File: src/rtl/vip_frame_stream_gen.sv
// Video timing and Y pixel stream source for the VIP pipeline.
// Optional `VIP_STREAM_TPG_EN swaps the FIFO for an internal ramp pattern.
module vip_frame_stream_gen #(
  parameter int H_ACTIVE = 640,
  parameter int H_BLANK  = 160,
  parameter int V_ACTIVE = 480,
  parameter int V_BLANK  = 45,
  parameter int VS_LINES = 2,
  parameter int CLK_DIV  = 1
) (
  input  logic       clk,
  input  logic       rst_n,
  input  logic       enable,
  input  logic       src_empty,
  input  logic [7:0] src_data,
  output logic       src_rd_req,
  output logic       post_frame_vsync,
  output logic       post_frame_href,
  output logic       post_frame_clken,
  output logic [7:0] post_img_y,
  output logic       frame_done,
  output logic       underflow
);

  localparam int H_TOT = H_ACTIVE + H_BLANK;
  localparam int V_TOT = V_BLANK + V_ACTIVE;
  localparam int HW = (H_TOT > 1) ? $clog2(H_TOT) : 1;
  localparam int VW = (V_TOT > 1) ? $clog2(V_TOT) : 1;

  localparam logic [HW-1:0] H_MAX = HW'(H_TOT - 1);
  localparam logic [HW-1:0] H_ACT = HW'(H_ACTIVE);
  localparam logic [VW-1:0] V_MAX = VW'(V_TOT - 1);
  localparam logic [VW-1:0] V_BL  = VW'(V_BLANK);
  localparam logic [VW-1:0] VS_L  = VW'(VS_LINES);
  localparam logic [1:0]    D_MAX = 2'(CLK_DIV - 1);

  localparam logic [0:0] S_IDLE = 1'b0;
  localparam logic [0:0] S_RUN  = 1'b1;

  logic [0:0]    state;
  logic [1:0]    d;
  logic [HW-1:0] h;
  logic [VW-1:0] v;

  logic       run;
  logic       d_last;
  logic       h_last;
  logic       v_last;
  logic       frame_last;
  logic       frame_start;
  logic       vsync_n;
  logic       href_n;
  logic       clken_n;
  logic       under_set;
  logic [7:0] y_next;

  assign run        = (state == S_RUN);
  assign d_last     = (d == D_MAX);
  assign h_last     = (h == H_MAX);
  assign v_last     = (v == V_MAX);
  assign frame_last = run & d_last & h_last & v_last;

  // Counters land on (0,0,0) from IDLE or on a frame wrap.
  assign frame_start = enable & (~run | frame_last);

  assign vsync_n = run & (v < VS_L);
  assign href_n  = run & (v >= V_BL) & (h < H_ACT);
  assign clken_n = href_n & (d == 2'd0);

`ifdef VIP_STREAM_TPG_EN
  logic unused_src;
  assign unused_src = ^{src_empty, src_data};
  assign src_rd_req = 1'b0;
  assign under_set  = 1'b0;
  assign y_next     = clken_n ?
                      (8'(h) + 8'(v) - 8'(V_BLANK)) :
                      8'd0;
`else
  // Pop only when a slot needs a pixel and one is there.
  assign src_rd_req = clken_n & ~src_empty;
  assign under_set  = clken_n & src_empty;
  assign y_next     = src_rd_req ? src_data : 8'd0;
`endif

  // Run/idle control and the d/h/v slot counters.
  always_ff @(posedge clk or negedge rst_n) begin
    if (!rst_n) begin
      state <= S_IDLE;
      d     <= '0;
      h     <= '0;
      v     <= '0;
    end else begin
      case (state)
        S_IDLE: begin
          d <= '0;
          h <= '0;
          v <= '0;
          if (enable) state <= S_RUN;
        end
        default: begin
          if (frame_last) begin
            d <= '0;
            h <= '0;
            v <= '0;
            if (!enable) state <= S_IDLE;
          end else if (d_last) begin
            d <= '0;
            if (h_last) begin
              h <= '0;
              v <= v + 1'b1;
            end else begin
              h <= h + 1'b1;
            end
          end else begin
            d <= d + 1'b1;
          end
        end
      endcase
    end
  end

  // Registered stream outputs, one cycle behind the counters.
  always_ff @(posedge clk or negedge rst_n) begin
    if (!rst_n) begin
      post_frame_vsync <= 1'b0;
      post_frame_href  <= 1'b0;
      post_frame_clken <= 1'b0;
      post_img_y       <= 8'd0;
      frame_done       <= 1'b0;
    end else begin
      post_frame_vsync <= vsync_n;
      post_frame_href  <= href_n;
      post_frame_clken <= clken_n;
      post_img_y       <= y_next;
      frame_done       <= frame_last;
    end
  end

  // Sticky underflow, cleared whenever a new frame begins.
  always_ff @(posedge clk or negedge rst_n) begin
    if (!rst_n) begin
      underflow <= 1'b0;
    end else if (frame_start) begin
      underflow <= 1'b0;
    end else if (under_set) begin
      underflow <= 1'b1;
    end
  end

endmodule

File: config.mk
export PLATFORM = sky130hd
export DESIGN_NAME = vip_frame_stream_gen
export DESIGN_NICKNAME = d
export VERILOG_FILES = /design/src/rtl/vip_frame_stream_gen.sv
export SDC_FILE = /design/constraint.sdc
export NUM_CORES = 1
export LEC_CHECK = 0
export BUFFER_PORTS_ARGS = -buffer_cell sky130_fd_sc_hd__buf_2
export CAP_MARGIN = 15
export CORE_MARGIN = 3
export CORE_UTILIZATION = 35
export DETAILED_ROUTE_END_ITERATION = 12
export GPL_TIMING_DRIVEN = 0
export HOLD_SLACK_MARGIN = 0.02
export SLEW_MARGIN = 40
export SYNTH_ARGS = -nofsm -noshare
export SYNTH_HDL_FRONTEND = slang
export SYNTH_SLANG_ARGS = --single-unit
File: constraint.sdc
create_clock -name clk -period 2.8 [get_ports clk]
set_input_delay 0.42 -clock clk [delete_from_list [all_inputs] [get_ports clk]]
set_output_delay 0.42 -clock clk [all_outputs]
set_load 0.01 [all_outputs]
## After elaboration in Yosys (flattened, before gate mapping)

Cells that the tools add are included.

- Flip-flop bits (word level): 36
- Word-level logic and storage cells: 53

- Add/subtract/negate cells: 3
- $lt $le $gt $ge: 3
- Equality and inequality tests: 4
- Muxes and demuxes: 17
- Bitwise operators: 13
- Reductions and logical operators: 3

Operators with widths:

| kind | number |
|---|---|
| 10-bit two-way mux | 8 |
| 10-bit by 1-bit adder with 10-bit output (second input constant) | 2 |
| 10-bit equality test (second input constant) | 2 |
| 1-bit AND | 10 |
| 10-bit by 6-bit greater-or-equal comparator with 1-bit output (second input constant) | 1 |
| 10-bit less-than comparator (second input constant) | 1 |
| 10-bit by 2-bit less-than comparator with 1-bit output (second input constant) | 1 |
| 8-bit two-way mux | 1 |
| 2-bit two-way mux | 3 |
| 3-bit by 1-bit != test with 1-bit output (second input constant) | 2 |
| 1-bit two-way mux | 5 |
| 2-bit by 1-bit adder with 2-bit output (second input constant) | 1 |
| 2-bit zero test | 1 |
| 1-bit NOT | 2 |
| 2-bit AND reduction | 1 |
| 2-bit nonzero test | 1 |
| 1-bit OR | 1 |

## Longest topological paths before layout

Gate-level depths: netlist of the first run.

- Depth after elaboration: 7
- Mapped depth: 8

## Worst setup path before layout of the first run

Ideal clock, no wire load.

- Path type: register -> register
- Start: register d[0]
- End: register v[9]
- Data arrival time: 2067 ps
- Slack: 607 ps
- Stages on the path, launching flop included: 8
- Buffers on the path: 0
- Period minus slack after synthesis: 2193 ps
- Cell sequence: dfrtp_1 inv_1 ha_1 nand2_1 or4_4 or4_4 nand2_2 o22ai_1

- Longest elaborated chain between the ends: 6

Ends and longest elaborated chain:

| item | RTL line | RTL |
|---|---|---|
| start: declaration | 41 | `logic [1:0] d;` |
| start signal: assignment | 115 | `d <= d + 1'b1;` |
| 2-bit zero test (*) | 58 | `assign d_last = (d == D_MAX);` |
| 1-bit AND (3 in series) | 61 | `assign frame_last = run & d_last & h_last & v_last;` |
| 3-bit by 1-bit != test with 1-bit output (no source line) or 10-bit two-way mux (tied branches) | - |  |
| 2-bit AND reduction (no source line) or 10-bit two-way mux (tied branches) | - |  |
| end signal: assignment | 110 | `v <= v + 1'b1;` |
| end: declaration | 43 | `logic [VW-1:0] v;` |

Mark *: on every way between the ends. The rest lies on a longest branch, timed or not.
A chain may end at the register's enable or synchronous reset.

## Worst setup path after layout of the first run

Ends and elaborated chain as after synthesis.

==> results.toml, run 1 <==
[worst_setup_path]
worstPathArrival_ns = 2.61
cp-start-kind = "register"
required_ns = 2.97
critPathKind = "register to register"
crit_fanout = 9
crit_path_end_kind = "register"

[route]
drtPass1Iterations = 4
via_per_inst = 4.85
top_layer_used = "met4"
dr_wl_met3_microns = 204
num_vias = 1304
wl_met2_microns = 1420
drt_iter0_drc = 68
drc = 0
wl_per_cell_microns = 12.2
ant_nets = 0
drt_wl_total_microns = 3290
wl_met1_microns = 1650

[cts]
cts_setup_buffers = 0
cts_buffers = 5
cts_resized = 0
cts_tree = "built"
cts_buffer_depth = 2
cts.sinks = 36
root_buffer = "clkbuf_8"
clk_latency_ns = 0.28
htree_levels = 2
cts.hold.buffers_added = 0
path_clk_slew_ns = 0.07

[timing]
worst_slew_pin_slew_ns = 0.732
finalHoldViolCount = 0
clock.fmax_mhz = 409
fin_worst_skew_ns = 0.00591
final.min_clock_period_ns = 2.45
slew_headroom_pct = 50.8
slew_viol_final = 0
grt_setup_unrepaired = "no"
finalSetupViolCount = 0
setup_tns_ns = 0
post-route-period-util_pct = 87.4

[global_route]
grtUsageTotal_pct = 12.4
grt_max_degree = 37
antenna_found_initial = 0
grt_pass1_vias = 1365
grt_pass1_wl_microns = 5930
grt.overflow.total = 0

[synth]
synthArstFlopShare_pct = 100
syn_avg_cell_area_sq_um = 10.1
synth_edf_count = 0
yosys_most_used_dff = "dfrtp_1"
synth_cells = 171
ys_types = 31
syn_nets = 190
ys_seq_elements = 36
synth-seq-area-share_pct = 52.0
yosysWarnings = 0
synth_area_sq_um = 1730

[power_and_ir_drop]
p_per_area_nw_per_um2 = 442
ir_drop_uv = 212
report.power.total_w = 0.000909
p_leak_nw = 0.952

[worst_hold_path]
hp-class = "input port to async pin"

[floorplanning]
io_pins = 26
start_util_pct = 38.0
core_sq_um = 4560
num_rows = 24
die_y_microns = 76.4
die_area_sq_um = 5830
dieWidth_microns = 76.4

[cells_and_area]
final_cell_count_no_fill = 269
stdcell_area_sq_um = 2050
antenna_cells = 0
syn2layout_area_growth_pct = 18.5
nNetsFinal = 222
drive_gt1_share_pct = 19.6

[run_status]
outcome = "finished, final reports clean"

[placed_design]
post-place-cells = 261
hpwl_microns = 2370
numPortBuffers = 25
routabilityCongestion = 0.811
place_area_sq_um = 1950

[job]
drv_cap = 0
==> final timing paths <==
path	to	cells after the start	slack (ns)	start
setup / recovery	v[9]	7	0.35	d[0]
hold / removal	v[3]	1	0.07	rst_n
setup reg to reg	v[9]	7	0.35	d[0]
hold reg to reg	h[1]	2	0.53	h[1]
max in group asynchronous	run	1	2.38	rst_n
min in group clk	underflow	2	0.32	enable
==> cell families (layout without fill, tap and decap cells) <==
kind of cell / after synthesis / after routing / synth area share [%]
and+or+nand+nor: 82 / 82 / 26.5
buffers and inverters: 11 / 44 / 2.45
xor gates and xnor gates: 9 / 9 / 4.55
DFF: 36 / 36 / 52.0
AOI/OAI and AO/OA: 26 / 26 / 9.46
adders and majority gates: 7 / 7 / 5.05
==> metrics by stage <==
stage	hold slack, ns	util, %	worst slack (ns)
2_1_floorplan	0.124	-	0.607
3_3_place_gp	0.505	42.5	0.262
3_5_place_dp	0.519	42.8	0.336
4_1_cts	0.246	44.7	0.214
5_1_grt	0.111	45.0	0.182
6_report	0.0731	45.0	0.352
==> power breakdown <==
| part | leakage, nW | switching, W | total, W | internal, W |
|---|---|---|---|---|
| registers | 0.478 | 0 | 0.000520 | 0.000520 |
| clock network | 0.0455 | 0.000170 | 0.000370 | 0.000201 |
| logic | 0.428 | 0.0000118 | 0.0000182 | 0.00000639 |
==> worst max-delay path, cell delays in order (launching register included) <==
cell and delay [ns]:
dfrtp_1 0.36, inv_1 0.07, ha_1 0.28, nand2_1 0.18, or4_4 0.53, or4_4 0.59
nand2_2 0.20, o22ai_1 0.11
==> final cells by class <==
| cell class | instances | area [sq um] |
|---|---|---|
| fillers | 461 | 2510 |
| flip-flops and latches | 36 | 901 |
| multi-input cells | 124 | 811 |
| repair buffers | 25 | 128 |
| clock buffers | 8 | 90.1 |
| well taps | 65 | 81.3 |
| inverters | 7 | 27.5 |
| plain buffers | 4 | 15.0 |
==> per-layer routing <==
layer  global-route usage (%)  vias up
met5                        0        -
met4                     3.80        0
met3                     4.85        4
met2                     19.6       32
met1                     15.7      610
li1                         -      658
==> synthesized netlist by cell type, types with 2 or more instances <==
cell type  number  area (sq um)
a31oi_1         3          18.8
and2_1         12          75.1
and3_1          4          25.0
and3_2          2          15.0
clkbuf_1        4          15.0
dfrtp_1        36           901
ha_1            7          87.6
inv_1           6          22.5
nand2_1        14          52.6
nand2b_1        5          31.3
nand3_1        10          50.1
nand4_1         5          31.3
nor2_1         14          52.6
nor2b_1         3          18.8
nor3_1          5          25.0
nor4_1          3          18.8
o21a_1          3          22.5
o21ai_0        11          55.1
o31ai_1         3          22.5
o41ai_1         2          17.5
or4_4           2          22.5
xnor2_1         3          26.3
xor2_1          6          52.6
==> flip-flops by register name, indices dropped and copies added, names as in the netlist <==
signal,flops
run,1
d,2
post_frame_clken,1
post_frame_vsync,1
post_frame_href,1
post_img_y,8
frame_done,1
h,10
v,10
underflow,1
==> placed cells by master, fill, tap and decap left out, drive strengths merged, types with 6 or more instances in the layout <==
cell type,n
clkbuf,12
inv,6
and3,6
nand2,15
nand3,10
o21ai,11
and2,12
dfrtp,36
nor2,14
xor2,6
buf,25
ha,7
Note: power is estimated with default switching activity, not from simulation.
==> run 2: changes to the inputs <==
RECOVER_POWER = 25   (was unset)
==> run 2 against run 1 <==
Against the previous run: the run now ends with capacitance limit, slew limit left; maximum frequency stayed put; setup slack stayed put; clock power hardly changed; count of clock-buffer cells in the layout stayed put; core utilization is 0.082 points lower; global-route usage stayed put; via count stayed put; critical path depth stayed put; design area is 0.18% lower; flip-flop and latch count stayed put; hold slack better by 0.25 ns; largest cell class unchanged; highest routed layer unchanged.
==> results.toml, run 2 (same netlist as run 1, synthesis figures left out) <==
[run_status]
outcome = "complete, but fails checks"
violations = "capacitance limit, slew limit"

[placed_design]
pre_cts_slack_ns = 0.336
hpwl_microns = 2370
post-place-cells = 261
numPortBuffers = 25
place_area_sq_um = 1950
routabilityCongestion = 0.811

[timing]
slew_viol_final = 37
worst_slew_pin_slew_ns = 1.91
final.min_clock_period_ns = 2.45
finalSetupViolCount = 0
finalHoldViolCount = 0
setup_slack_ns = 0.352
slew_headroom_pct = -27.3
fin_worst_skew_ns = 0.00591
post-route-period-util_pct = 87.4
clock.fmax_mhz = 409
setup_tns_ns = 0
grt_setup_unrepaired = "no"

[route]
wl_per_cell_microns = 12.2
drtPass1Iterations = 4
via_per_inst = 4.85
ant_nets = 0
drt_wl_total_microns = 3290
drc = 0
num_vias = 1304
drt_iter0_drc = 68

[floorplanning]
io_pins = 26
start_util_pct = 38.0
die_area_sq_um = 5830
die_y_microns = 76.4
core_sq_um = 4560
num_rows = 24
dieWidth_microns = 76.4

[global_route]
grt_pass1_vias = 1365
grt.overflow.total = 0
gr-usage-met1_pct = 15.7
grt_max_degree = 37
grtUsageTotal_pct = 12.4
antenna_found_initial = 0
grt_pass1_wl_microns = 5930
met3_usage_pct = 4.85
top_usage_layer = "met2"
met2_usage_pct = 19.6

[cts]
root_buffer = "clkbuf_8"
clk_latency_ns = 0.28
cts.sinks = 36
cts_buffers = 5
htree_levels = 2
cts_resized = 0
cts.hold.buffers_added = 0
path_clk_slew_ns = 0.07
cts_tree = "built"
cts_setup_buffers = 0
cts_buffer_depth = 2

[cells_and_area]
drive_gt1_share_pct = 19.1
syn2layout_area_growth_pct = 18.3
regArea_sq_um = 901
final_cell_count_no_fill = 269
nNetsFinal = 222
antenna_cells = 0
final_common_cell = "dfrtp_1"
multiInputGateArea_sq_um = 811
reg.largest.list = "h x10, v x10, post_img_y x8"
stdcell_area_sq_um = 2050
final_cell_mix = "36 x dfrtp_1, 24 x buf_2, 14 x nand2_1, 14 x nor2_1, 12 x and2_1"
fillCellCount = 463

[power_and_ir_drop]
combPwrFrac_pct = 1.9
switching_share_pct = 20.0
clockPowerShare_pct = 40.8
intPower_w = 0.000726
seq_power_share_pct = 57.3
p_leak_nw = 0.948
ir_drop_uv = 212
p_per_area_nw_per_um2 = 443
power.switching_w = 0.000182

[worst_setup_path]
crit_fanout = 9
required_ns = 2.97
critPathKind = "register to register"
crit_path_end_kind = "register"
worstPathArrival_ns = 2.61
cp-start-kind = "register"

[worst_hold_path]
hp-class = "input port to register"

[job]
drv_cap = 1
-- run 2: changes by cell type in the layout (fill, tap and decap cells not counted) --
| cell | before | now |
|---|---|---|
| buf_4 | 1 | 0 |
| clkbuf_1 | 6 | 7 |
-- run 2: power by group through the flow --
stage	Combinational (W)	Sequential (W)	Clock [W]
final	0.0000174	0.000520	0.000370
after global routing	0.0000208	0.000519	0.000413
after CTS	0.0000185	0.000520	0.000384
after detailed placement	0.0000186	0.000530	0
after global placement	0.0000183	0.000530	0
after floorplan	0.000000851	0.000530	0
-- run 2: final timing paths --
kind                            slack, ns        end  cells past startpoint   start
max in group asynchronous            1.03        run                      1   rst_n
worst min-delay path                 0.32  underflow                      2  enable
min in group asynchronous            0.65       v[3]                      1   rst_n
worst max-delay path                 0.35       v[9]                      7    d[0]
worst max register to register       0.35       v[9]                      7    d[0]
worst min register to register       0.53       h[1]                      2    h[1]
-- run 2: layout make-up --
class,count,share of cell area (%)
sequential,36,44.0
multi-input combinational,124,39.6
timing repair buffer,25,6.04
clock buffer,8,4.40
tap,65,3.97
inverter,7,1.34
buffer,4,0.733
-- run 2: layer usage --
layer,share of wire (%),up-vias
met1,50,610
met5,0,-
met4,0.70,0
met3,6.2,4
li1,-,658
met2,43,32
-- run 2: critical path: stages (launching register included) --
cell,delay (ns)
dfrtp_1,0.36
inv_1,0.07
ha_1,0.28
nand2_1,0.18
or4_4,0.53
or4_4,0.59
nand2_2,0.20
o22ai_1,0.11
-- run 2: metrics by stage --
| stage | hold slack, ns | power, W | util (%) |
|---|---|---|---|
| 4_1_cts | 0.246 | 0.000922 | 44.7 |
| 3_3_place_gp | 0.505 | 0.000548 | 42.5 |
| 5_1_grt | 0.310 | 0.000953 | 44.9 |
| 6_report | 0.323 | 0.000908 | 44.9 |
| 3_5_place_dp | 0.519 | 0.000548 | 42.8 |
| 2_1_floorplan | 0.124 | 0.000531 | - |
